--- config.mk ---
export PLATFORM = sky130hd
export DESIGN_NAME = sram_access_arbiter
export DESIGN_NICKNAME = d
export VERILOG_FILES = /design/src/rtl/sram_access_arbiter.sv
export SDC_FILE = /design/constraint.sdc
export NUM_CORES = 1
export LEC_CHECK = 0
export CORE_MARGIN = 3
export CORE_UTILIZATION = 45
export DETAILED_ROUTE_END_ITERATION = 16
export GPL_TIMING_DRIVEN = 0
export PLACE_DENSITY_LB_ADDON = 0.12
export SETUP_SLACK_MARGIN = 0.02
export SLEW_MARGIN = 5
export SYNTH_ARGS = -nofsm -noshare
export SYNTH_HDL_FRONTEND = slang
export SYNTH_SLANG_ARGS = --single-unit
--- constraint.sdc ---
create_clock -name clock_200mhz -period 2.4 [get_ports clock_200mhz]
set_clock_uncertainty 0.05 [all_clocks]
set_input_delay 0.48 -clock clock_200mhz [delete_from_list [all_inputs] [get_ports clock_200mhz]]
set_output_delay 0.48 -clock clock_200mhz [all_outputs]
set_load 0.01 [all_outputs]
--- src/rtl/sram_access_arbiter.sv ---
// rtl/sram_access_arbiter.sv - shares one SRAM port between buffered camera writes and VGA reads
// Reads win unless the write FIFO is full or reads have run MAX_RD_STREAK times in a row.
module sram_access_arbiter #(
  parameter int ADDR_W        = 20,
  parameter int DATA_W        = 16,
  parameter int FIFO_DEPTH    = 4,
  parameter int ACCESS_CYCLES = 4,
  parameter int MAX_RD_STREAK = 8
) (
  input  logic                          clock_200mhz,
  input  logic                          RESET,
  input  logic                          wr_valid,
  output logic                          wr_ready,
  input  logic [ADDR_W-1:0]             wr_addr,
  input  logic [DATA_W-1:0]             wr_data,
  input  logic                          rd_req,
  output logic                          rd_ack,
  input  logic [ADDR_W-1:0]             rd_addr,
  output logic                          rd_valid,
  output logic [DATA_W-1:0]             rd_data,
  output logic                          mem_read,
  output logic                          mem_write,
  output logic [ADDR_W-1:0]             mem_addr,
  output logic [DATA_W-1:0]             mem_wdata,
  input  logic [DATA_W-1:0]             mem_rdata,
  output logic [$clog2(FIFO_DEPTH):0]   fifo_level,
  output logic [15:0]                   wr_drop_cnt
);

  localparam int PTR_W    = $clog2(FIFO_DEPTH);
  localparam int LVL_W    = PTR_W + 1;
  localparam int CNT_W    = $clog2(ACCESS_CYCLES) + 1;
  localparam int STREAK_W = $clog2(MAX_RD_STREAK + 1);
  localparam logic [LVL_W-1:0]    FULL_LVL   = LVL_W'(FIFO_DEPTH);
  localparam logic [CNT_W-1:0]    CNT_LAST   = CNT_W'(ACCESS_CYCLES - 1);
  localparam logic [STREAK_W-1:0] STREAK_MAX = STREAK_W'(MAX_RD_STREAK);

  typedef enum logic [1:0] {IDLE, READ, WRITE} state_t;

  state_t             state, next_state;
  logic [ADDR_W-1:0]  fifo_addr [FIFO_DEPTH];
  logic [DATA_W-1:0]  fifo_data [FIFO_DEPTH];
  logic [PTR_W-1:0]   wr_ptr, rd_ptr;
  logic [LVL_W-1:0]   count;
  logic [CNT_W-1:0]   cnt;
  logic [STREAK_W-1:0] streak;
  logic               grant_rd, grant_wr, push;

  always_comb begin
    next_state = state;
    grant_rd   = 1'b0;
    grant_wr   = 1'b0;
    case (state)
      IDLE: begin
        if (count == FULL_LVL)                     grant_wr = 1'b1;
        else if (rd_req && (streak < STREAK_MAX))  grant_rd = 1'b1;
        else if (count != '0)                      grant_wr = 1'b1;
        else if (rd_req)                           grant_rd = 1'b1;
        if (grant_rd)      next_state = READ;
        else if (grant_wr) next_state = WRITE;
      end
      READ, WRITE: begin
        if (cnt == CNT_LAST) next_state = IDLE;
      end
      default: next_state = IDLE;
    endcase
  end

  assign rd_ack     = grant_rd;
  assign mem_read   = (state == READ);
  assign mem_write  = (state == WRITE);
  assign wr_ready   = (count < FULL_LVL);
  assign fifo_level = count;
  // Readiness uses the pre-pop count, so a full FIFO refuses even while draining.
  assign push       = wr_valid && wr_ready;

  always_ff @(posedge clock_200mhz) begin
    if (RESET) state <= IDLE;
    else       state <= next_state;
  end

  always_ff @(posedge clock_200mhz) begin
    if (push) begin
      fifo_addr[wr_ptr] <= wr_addr;
      fifo_data[wr_ptr] <= wr_data;
    end
  end

  always_ff @(posedge clock_200mhz) begin
    if (RESET) begin
      wr_ptr      <= '0;
      rd_ptr      <= '0;
      count       <= '0;
      cnt         <= '0;
      streak      <= '0;
      mem_addr    <= '0;
      mem_wdata   <= '0;
      rd_valid    <= 1'b0;
      rd_data     <= '0;
      wr_drop_cnt <= '0;
    end else begin
      rd_valid <= 1'b0;
      if (push)     wr_ptr <= wr_ptr + 1'b1;
      if (grant_wr) rd_ptr <= rd_ptr + 1'b1;
      case ({push, grant_wr})
        2'b10:   count <= count + 1'b1;
        2'b01:   count <= count - 1'b1;
        default: count <= count;
      endcase
      if (wr_valid && !wr_ready && (wr_drop_cnt != 16'hFFFF))
        wr_drop_cnt <= wr_drop_cnt + 1'b1;
      if (state == IDLE) cnt <= '0;
      else               cnt <= cnt + 1'b1;
      if (grant_rd) begin
        mem_addr <= rd_addr;
        if (streak != STREAK_MAX) streak <= streak + 1'b1;
      end
      if (grant_wr) begin
        mem_addr  <= fifo_addr[rd_ptr];
        mem_wdata <= fifo_data[rd_ptr];
        streak    <= '0;
      end
      if ((state == READ) && (cnt == CNT_LAST)) begin
        rd_data  <= mem_rdata;
        rd_valid <= 1'b1;
      end
    end
  end

endmodule

### After elaboration in Yosys (flattened, before gate mapping)

Memories as Yosys holds them, arrays and structs flattened. A register that Yosys moved wholly into a read port is not among the register bits.
Cells that the tools add are included.

* memories: 2
* word-level logic and storage cells: 69
* output and inout port bits: 76
* bits in writable memories: 144
* flip-flop bits (word level): 69
* bits of input ports: 76

Memories
* fifo_addr: depth 4, bits a word 20, read ports 1, clocked after memory_dff 1, write ports 1, line 41 `logic [ADDR_W-1:0] fifo_addr [FIFO_DEPTH];`
* fifo_data: depth 4, bits a word 16, read ports 1, clocked after memory_dff 1, write ports 1, line 42 `logic [DATA_W-1:0] fifo_data [FIFO_DEPTH];`

* add/sub/neg operators: 7
* reductions and logical operators: 15
* eq/ne operators: 10
* magnitude comparators: 2
* multiplexer cells: 23

Operators by type and width (count)
* two-way mux 20 bit: 2
* adder 16 x 1 -> 16 bit, second input constant: 1
* != test 16 bit, second input constant: 1
* two-way mux 1 bit: 14
* two-way mux 2 bit: 5
* adder 3 x 1 -> 3 bit, second input constant: 2
* case mux 3 bit (2 select lines): 1
* OR reduction 2 bit: 3
* logical AND 1 bit: 5
* adder 2 x 1 -> 2 bit, second input constant: 2
* adder 4 x 1 -> 4 bit, second input constant: 1
* equality test 2 x 1 -> 1 bit, second input constant: 2
* equality test 2 bit, second input constant: 2
* less-than comparator 4 bit, second input constant: 1
* != test 4 bit, second input constant: 1
* case mux 2 bit (2 select lines): 1
* AND reduction 2 bit: 2
* nonzero test 2 bit: 2
* equality test 3 x 2 -> 1 bit, second input constant: 1
* equality test 3 bit, second input constant: 1
* less-than comparator 3 bit, second input constant: 1
* != test 3 bit, second input constant: 1
* nonzero test 3 bit: 1
* subtractor 3 x 1 -> 3 bit, second input constant: 1
* 3 further kinds: 3

### Logic depth before layout (Yosys ltp)

Gate-level depths: netlist of the first run.

* depth in word-level cells: 8
* gate-level depth with buffers: 11
* gate-level depth less buffers: 10

### Worst setup path after synthesis of the first run

Ideal clock, no wire load.

* path kind: reg-to-reg
* start point: register count[2], in the netlist fifo_level[2]
* end point: register count[2], in the netlist fifo_level[2]
* data required time: 2.280 ns
* arrival time: 2.499 ns
* path slack: -0.220 ns
* library setup time: 0.070 ns
* period minus slack after synthesis: 2.620 ns
* cell stages (with the launch flop): 12
* buffers on the path: 2
* cells stage by stage: dfxtp_1 > or3_2 > clkbuf_1 > o211ai_1 > inv_1 > buf_2 > ha_1 > inv_1 > fa_1 > xor2_1 > or3_2 > a21oi_1

* longest elaborated chain between the ends: 8
* elaborated cells between the ends (all ways): 15
* those cells by class: add/sub (2); order compare (1); eq/ne (3); mux (6); reduce/logical (3)

Ends and longest elaborated chain
* from (decl): line 44 `logic [LVL_W-1:0] count;`
* from (signal assigned): line 106 `2'b10: count <= count + 1'b1;`
* from (signal assigned): line 107 `2'b01: count <= count - 1'b1;`
* from (signal assigned): line 108 `default: count <= count;`
* nonzero test 3 bit: line 57 `else if (count != '0) grant_wr = 1'b1;`
* two-way mux 1 bit: line 57
* two-way mux 1 bit: line 56 `else if (rd_req && (streak < STREAK_MAX)) grant_rd = 1'b1;`
* two-way mux 1 bit *: line 55 `if (count == FULL_LVL) grant_wr = 1'b1;`
* two-way mux 1 bit * (2 in series): line 53 `case (state)`
* via grant_wr: line 47 `logic grant_rd, grant_wr, push;`
* equality test 2 x 1 -> 1 bit / equality test 2 bit (equally long branches): line 105 `case ({push, grant_wr})`
* case mux 3 bit (2 select lines) / nonzero test 2 bit (equally long branches)

The timed path passes the listed nets; every way through them passes the cells marked *. The select of a mux whose other input is x is not followed.
A chain may end at the register's enable or synchronous reset.

### Worst setup path after layout of the first run

* start point: register count[0], in the netlist fifo_level[0]
* end point: register count[2], in the netlist fifo_level[2]

Same word-level chain as after synthesis.

==> impl_results.md, run 1 <==
* Reg clk slew, reported paths at 0.06 ns
* Worst Setup Start Kind: flop
* Register area share after synthesis at 67.5%
* Io pins at 152
* Initial core utilization at 46.0%
* Relative slew margins at around 55%
* Share of async-settable or async-resettable flops after synthesis at 0%
* Largest net degree at the start of global routing at 21
* Critical Path Fanout Max at 10
* Clk sink count at approximately 230
* Maxcap violations at 0
* Row cnt at 51
* Antenna cell count at 0
* First-pass GRT wire length at 31.3 mm
* Syn-to-layout area delta at 30.4%
* DRC Markers at 0
* Final Max Slew Viols at 0
* Leading area contributor after synthesis: edfxtp_1
* Tcrit/Tclk final at 97.1%
* Most frequent cells in the layout: 148 x clkdlybuf4s50_1, 144 x edfxtp_1, 111 x nand2_1
* Syn_nets at 740
* Pre-antenna DRT Iters at 7
* Synth warnings at 0
* Number of global-route vias before repair at about 5900
* CTS H-tree depth at 1
* Setup TNS at 0 ns
* Fmax at 0.429 GHz
* Die H at 147 um
* Share of layout cells above drive strength 1 at ~14%
* Period minus WS final at roughly 2.3 ns
* Fin nets at ~920
* Number of synthesized register bits at 231
* Tot GR Track Use at a little under a fifth
* Area contributors post-synth: edfxtp_1 48%, dfxtp_1 19%, mux4_2 9.0%
* Detail Route Antenna Nets at 0
* Max Root-Sink Buffers at 3
* Routability Congestion at 0.805
* Detail-routed via count per cell at roughly 5.3
* Syn Inst Count at 650
* Clock latency on the worst-skew pair at 0.50 ns
* Tightest Hold Check Type: flop to flop
* WHS at approximately 0.4 ns
* Core ar. at 19500 um^2
* Final Hold Vio Count at 0
* Syn Area/Cell at about 14 um^2
* Worst Setup End Kind: flop
* Post-layout power at 12200 uW
* Routed wire length at 19.8 mm
* Required time worst endpoint at 2.77 ns
* Post-synth EDFFs at 144
* CTS Hold Bufs at 0
* Total die area at roughly 22000 um^2
* Peak VDD IR at 0.000573 V
* Initial DRC Count at roughly 310
* Post-Synthesis Cell Area at 8980 um^2
* RSZ-0062 raised after global routing: yes
* Vias at ~5900
* Chip Width at 147 um
* Final core occ at 60.0%
* CTS Buf Count at 24
* Leak at a little under 0.004 uW
* WL per Instance at 17.8 um
* Final HPWL DP at 13.6 mm
* CTS tree: done
* CP arrival at 2.70 ns
* CTS Root Cell: clkbuf_16
* Synth unique cells at 48
* PwrDens at 1040 nW/um^2
* Antenna violations before repair at 0
* Most common cell after layout, fill and taps aside: clkdlybuf4s50_1
* Worst Tran Pin Value at 0.672 ns
* Pre-CTS WS at -0.594 ns
* Number of port buffers at 150
* Final setup fails at 0
* Remaining Overflow, GRT at 0
* Final worst slack at slightly above 0.07 ns
* Ys flop type: edfxtp_1
* Crit Path Class: flop to flop
* Outcome: finished clean
* Synth top area share at slightly below 50%
critical path, stage by stage (launching register included):
cell	delay, ns
dfxtp_4	0.38
or3_4	0.41
o211ai_1	0.16
inv_2	0.09
buf_8	0.16
ha_4	0.16
inv_2	0.05
fa_2	0.19
xor2_1	0.06
or3_2	0.40
a21oi_1	0.13
path summary, 6_finish.rpt:
check | from | to | slack [ns] | cells past startpoint
max | fifo_level[0]$_SDFFE_PP0P_ | fifo_level[2]$_SDFFE_PP0P_ | 0.07 | 10
min | cnt[0]$_SDFF_PP0_ | cnt[0]$_SDFF_PP0_ | 0.39 | 1
max reg2reg | fifo_level[0]$_SDFFE_PP0P_ | fifo_level[2]$_SDFFE_PP0P_ | 0.07 | 10
min reg2reg | cnt[0]$_SDFF_PP0_ | cnt[0]$_SDFF_PP0_ | 0.39 | 1
Yosys cell counts (2+ instances only):
cell / number
edfxtp_1: 144
nand2_1: 111
dfxtp_1: 87
a21oi_1: 50
mux4_2: 36
nor2_1: 36
clkbuf_1: 24
a311oi_1: 20
inv_1: 16
ha_1: 13
nor3_1: 10
buf_2: 8
o21ai_0: 8
and2_1: 6
nand4_1: 6
nand3_1: 5
o21a_1: 5
o31ai_1: 5
or3_1: 5
mux2_2: 4
nor2b_1: 4
or3_2: 4
o2111ai_1: 3
or4_1: 3
xnor2_1: 3
xor2_1: 3
and4_1: 2
buf_4: 2
clkbuf_8: 2
mux2i_1: 2
nand2b_1: 2
nor3b_1: 2
o211ai_1: 2
o21ba_2: 2
or4_2: 2
metal layers:
| metal | track usage [%] | wire, um | up-vias |
|---|---|---|---|
| met1 | 24.6 | 8630 | 2935 |
| met5 | 0 | 0 | - |
| met4 | 4.24 | 343 | 0 |
| met3 | 3.45 | 1150 | 31 |
| met2 | 30.3 | 9710 | 183 |
| li1 | - | - | 2779 |
cells by family after synthesis:
family	share of synthesized area, %
xor+xnor	0.585
compound gates	6.90
mux	9.75
simple gates	10.5
flops	67.5
buf+inv	2.69
fa+ha+maj	2.03
power by group:
group	total, uW	internal [uW]	switching, uW
sequential	5090	4840	252
combinational	3650	1670	1980
clock	3430	1990	1440
total	12200	8500	3680
state kept, by name, summed over array words and instances, names as in the netlist, named ones only:
register	flops
rd_valid	1
rd_data	16
wr_ptr	2
fifo_addr	80
mem_addr	20
cnt	3
wr_drop_cnt	16
mem_wdata	16
state	2
fifo_level	3
rd_ptr	2
fifo_data	64
streak	4
stage by stage:
step                      cell area (um^2)  cells
after floorplan                       9010    650
after global placement               10800   1065
after detailed placement             10900   1069
after CTS                            11700   1114
after global routing                 11700   1113
final                                11700   1113
cell type report:
type / count / area [um^2]
fillers: 1593 / 7820
flip-flops and latches: 231 / 6080
clock inverters: 11 / 53.8
repair buffers: 157 / 1610
clock buffers: 32 / 681
inverters: 16 / 60.1
plain buffers: 36 / 185
multi-input cells: 365 / 2710
well taps: 265 / 332
timing repair:
item | in CTS | in global routing
gates resized for setup | 10 | 2
setup buffers | 3 | 0
pin swaps | 1 | 3
setup endpoints to repair | 3 | 2
(Power assumes the default switching activity.)
==> inputs of run 2 (changes only) <==
--- a/config.mk
+++ b/config.mk
@@ -5,12 +5,13 @@
 export SDC_FILE = /design/constraint.sdc
 export NUM_CORES = 1
 export LEC_CHECK = 0
+export CAP_MARGIN = 5
 export CORE_MARGIN = 3
 export CORE_UTILIZATION = 45
 export DETAILED_ROUTE_END_ITERATION = 16
 export GPL_TIMING_DRIVEN = 0
 export PLACE_DENSITY_LB_ADDON = 0.12
-export SETUP_SLACK_MARGIN = 0.02
+export SETUP_SLACK_MARGIN = 0.4
 export SLEW_MARGIN = 5
 export SYNTH_ARGS = -nofsm -noshare
 export SYNTH_HDL_FRONTEND = slang
==> run 2 against run 1 <==
Clock power rose by 9.3%; global-route usage increased by 0.20 points; design area rose by 1.8%; sequential cell count did not move; wire length is 2.0% higher; worst hold slack lost 0.0068 ns; final cell count grew 1.5%; sequential power about the same; critical path type unchanged; largest power group unchanged.
==> impl_results.md, run 2 (synthesized netlist as in run 1, its figures left out) <==
* Outcome: finished clean
* Tot GR Track Use at 18.2%
* CTS Buf Count at 24
* Die H at 147 um
* Most frequent cells in the layout: 144 x edfxtp_1, 127 x clkdlybuf4s50_1, 111 x nand2_1
* Crit Path Class: flop to flop
* Antenna cell count at 0
* Detail-routed via count per cell at between 5 and 6
* Switching fraction of total power at 29.6%
* Share of layout cells above drive strength 1 at a little under a fifth
* Detail Route Antenna Nets at 0
* CTS tree: done
* Tcrit/Tclk final at 94.1%
* Cell Int Power at just under 9000 uW
* Period minus WS final at roughly 2.3 ns
* Largest Register: fifo_addr
* Routed wire length at about 20 mm
* Initial core utilization at between 40% and 50%
* Leading registers by flop count: fifo_addr (80), fifo_data (64), mem_addr (20)
* Critical Path Fanout Max at 5
* Io pins at 152
* WL per Instance at 17.9 um
* CP most frequent cell: or3_4
* Tightest Hold Check Type: flop to flop
* Pre-antenna DRT Iters at 5
* Number of global-route vias before repair at 6001
* Core ar. at 19500 um^2
* Flop pwr share at 40.1%
* Logic gate share of total power at 30.3%
* Final Max Slew Viols at 0
* Reg clk slew, reported paths at 0.06 ns
* Peak VDD IR at 0.000636 V
* RSZ-0062 raised after global routing: yes
* Most common cell after layout, fill and taps aside: edfxtp_1
* Worst Setup Start Kind: flop
* Leak at about 0.0042 uW
* Worst Tran Pin Value at 0.708 ns
* Initial DRC Count at ~280
* Row cnt at 51
* Remaining Overflow, GRT at 0
* PwrDens at 1070 nW/um^2
* Fin nets at 937
* Vias at 5977
* Fmax at 0.443 GHz
* DRC Markers at 0
* Largest stage delay, worst path at 0.39 ns
* Routability Congestion at approximately 0.78
* Crit path buffers/inverters at 4
* Max Root-Sink Buffers at 3
* Syn-to-layout area delta at 32.7%
* CP Cell Sequence: or3_4 > buf_8 > o211ai_1 > inv_1 > buf_6 > ha_4 > inv_2 > fa_2 > xor2_1 > or3_4 > a21oi_2
* Critical path's top delay family: simple AND/OR/NAND/NOR gates
* Chip Width at roughly 150 um
* Max FFs per register at 80
* Final HPWL DP at 13.3 mm
* Final core occ at 61.0%
* Worst Setup End Kind: flop
* CTS Root Cell: clkbuf_16
* Clk sink count at ~230
* Psw at 3750 uW
* Final setup fails at 0
* Slowest CP cell: or3_4
* Total die area at 21700 um^2
* Fill cells at between 1500 and 2000
* CTS Hold Bufs at 0
* CTS H-tree depth at 1
* Clock latency on the worst-skew pair at about 0.5 ns
* Maxcap violations at 0
* Relative slew margins at a little over half
* Setup TNS at 0 ns
* Antenna violations before repair at 0
* First-pass GRT wire length at approximately 32 mm
* Largest net degree at the start of global routing at 37
* Number of port buffers at 150
* Final Hold Vio Count at 0
* CP arrival at 2.63 ns
* Proportion of power drawn by the clock network at 29.6%
* Required time worst endpoint at 2.77 ns
## run 2: changes by cell type in the layout (fill, tap and decap cells not counted), sizes merged
cell,delta
clkdlybuf4s50,-21
buf,+18
dlygate4sd2,+16
dlymetal6s2s,+5
bufinv,+3
clkbuf,-1
clkdlybuf4s15,-1
clkinvlp,-1
inv,-1
## run 2: per-stage QoR
stage	cell area (um^2)	std cells	total power, uW	setup WS, ns	hold slack [ns]
after CTS	11800	1118	12700	0.0951	0.386
after floorplan	9030	650	7310	0.193	0.354
after global placement	10900	1065	8660	-0.475	0.364
after detailed placement	10900	1065	8780	-0.523	0.377
final	11900	1130	12700	0.142	0.385
after global routing	11900	1130	13400	0.0486	0.403
## run 2: final cells by class
class | instances | area [um^2] | area share, %
Buffer | 38 | 219 | 1.84
Clock buffer | 32 | 672 | 5.64
Clock inverter | 12 | 131 | 1.10
Inverter | 16 | 60.1 | 0.504
Multi-Input combinational cell | 365 | 2760 | 23.1
Sequential cell | 231 | 6090 | 51.1
Tap cell | 265 | 332 | 2.78
Timing Repair Buffer | 171 | 1650 | 13.9
## run 2: worst paths after layout
kind | startpoint | to | slack [ns] | depth (start not counted)
hold / removal | cnt[0]$_SDFF_PP0_ | cnt[0]$_SDFF_PP0_ | 0.38 | 1
setup reg to reg | fifo_level[1]$_SDFFE_PP0P_ | fifo_level[2]$_SDFFE_PP0P_ | 0.14 | 11
hold reg to reg | cnt[0]$_SDFF_PP0_ | cnt[0]$_SDFF_PP0_ | 0.38 | 1
setup / recovery | fifo_level[1]$_SDFFE_PP0P_ | fifo_level[2]$_SDFFE_PP0P_ | 0.14 | 11
## run 2: timing repair
| item | CTS | global route |
|---|---|---|
| pin swaps | 3 | 10 |
| gates resized for setup | 44 | 29 |
| endpoints found under the setup margin | 199 | 192 |
| buffers inserted | 8 | 12 |
| gates cloned | 1 | 0 |
## run 2: metal layers
metal  track usage, %  wire length (um)  up-vias
met5                0                 0        -
li1                 -                 -     2816
met2             30.9              9920      168
met3             3.42              1140       29
met1             24.5              8860     2964
met4             4.66               310        0
## run 2: power groups by stage
stage / clock [uW] / combinational, uW / sequential, uW
2_1_floorplan: 0 / 2080 / 5230
3_3_place_gp: 0 / 3510 / 5160
3_5_place_dp: 0 / 3590 / 5190
4_1_cts: 3830 / 3800 / 5100
5_1_grt: 3990 / 4230 / 5150
6_report: 3750 / 3850 / 5090
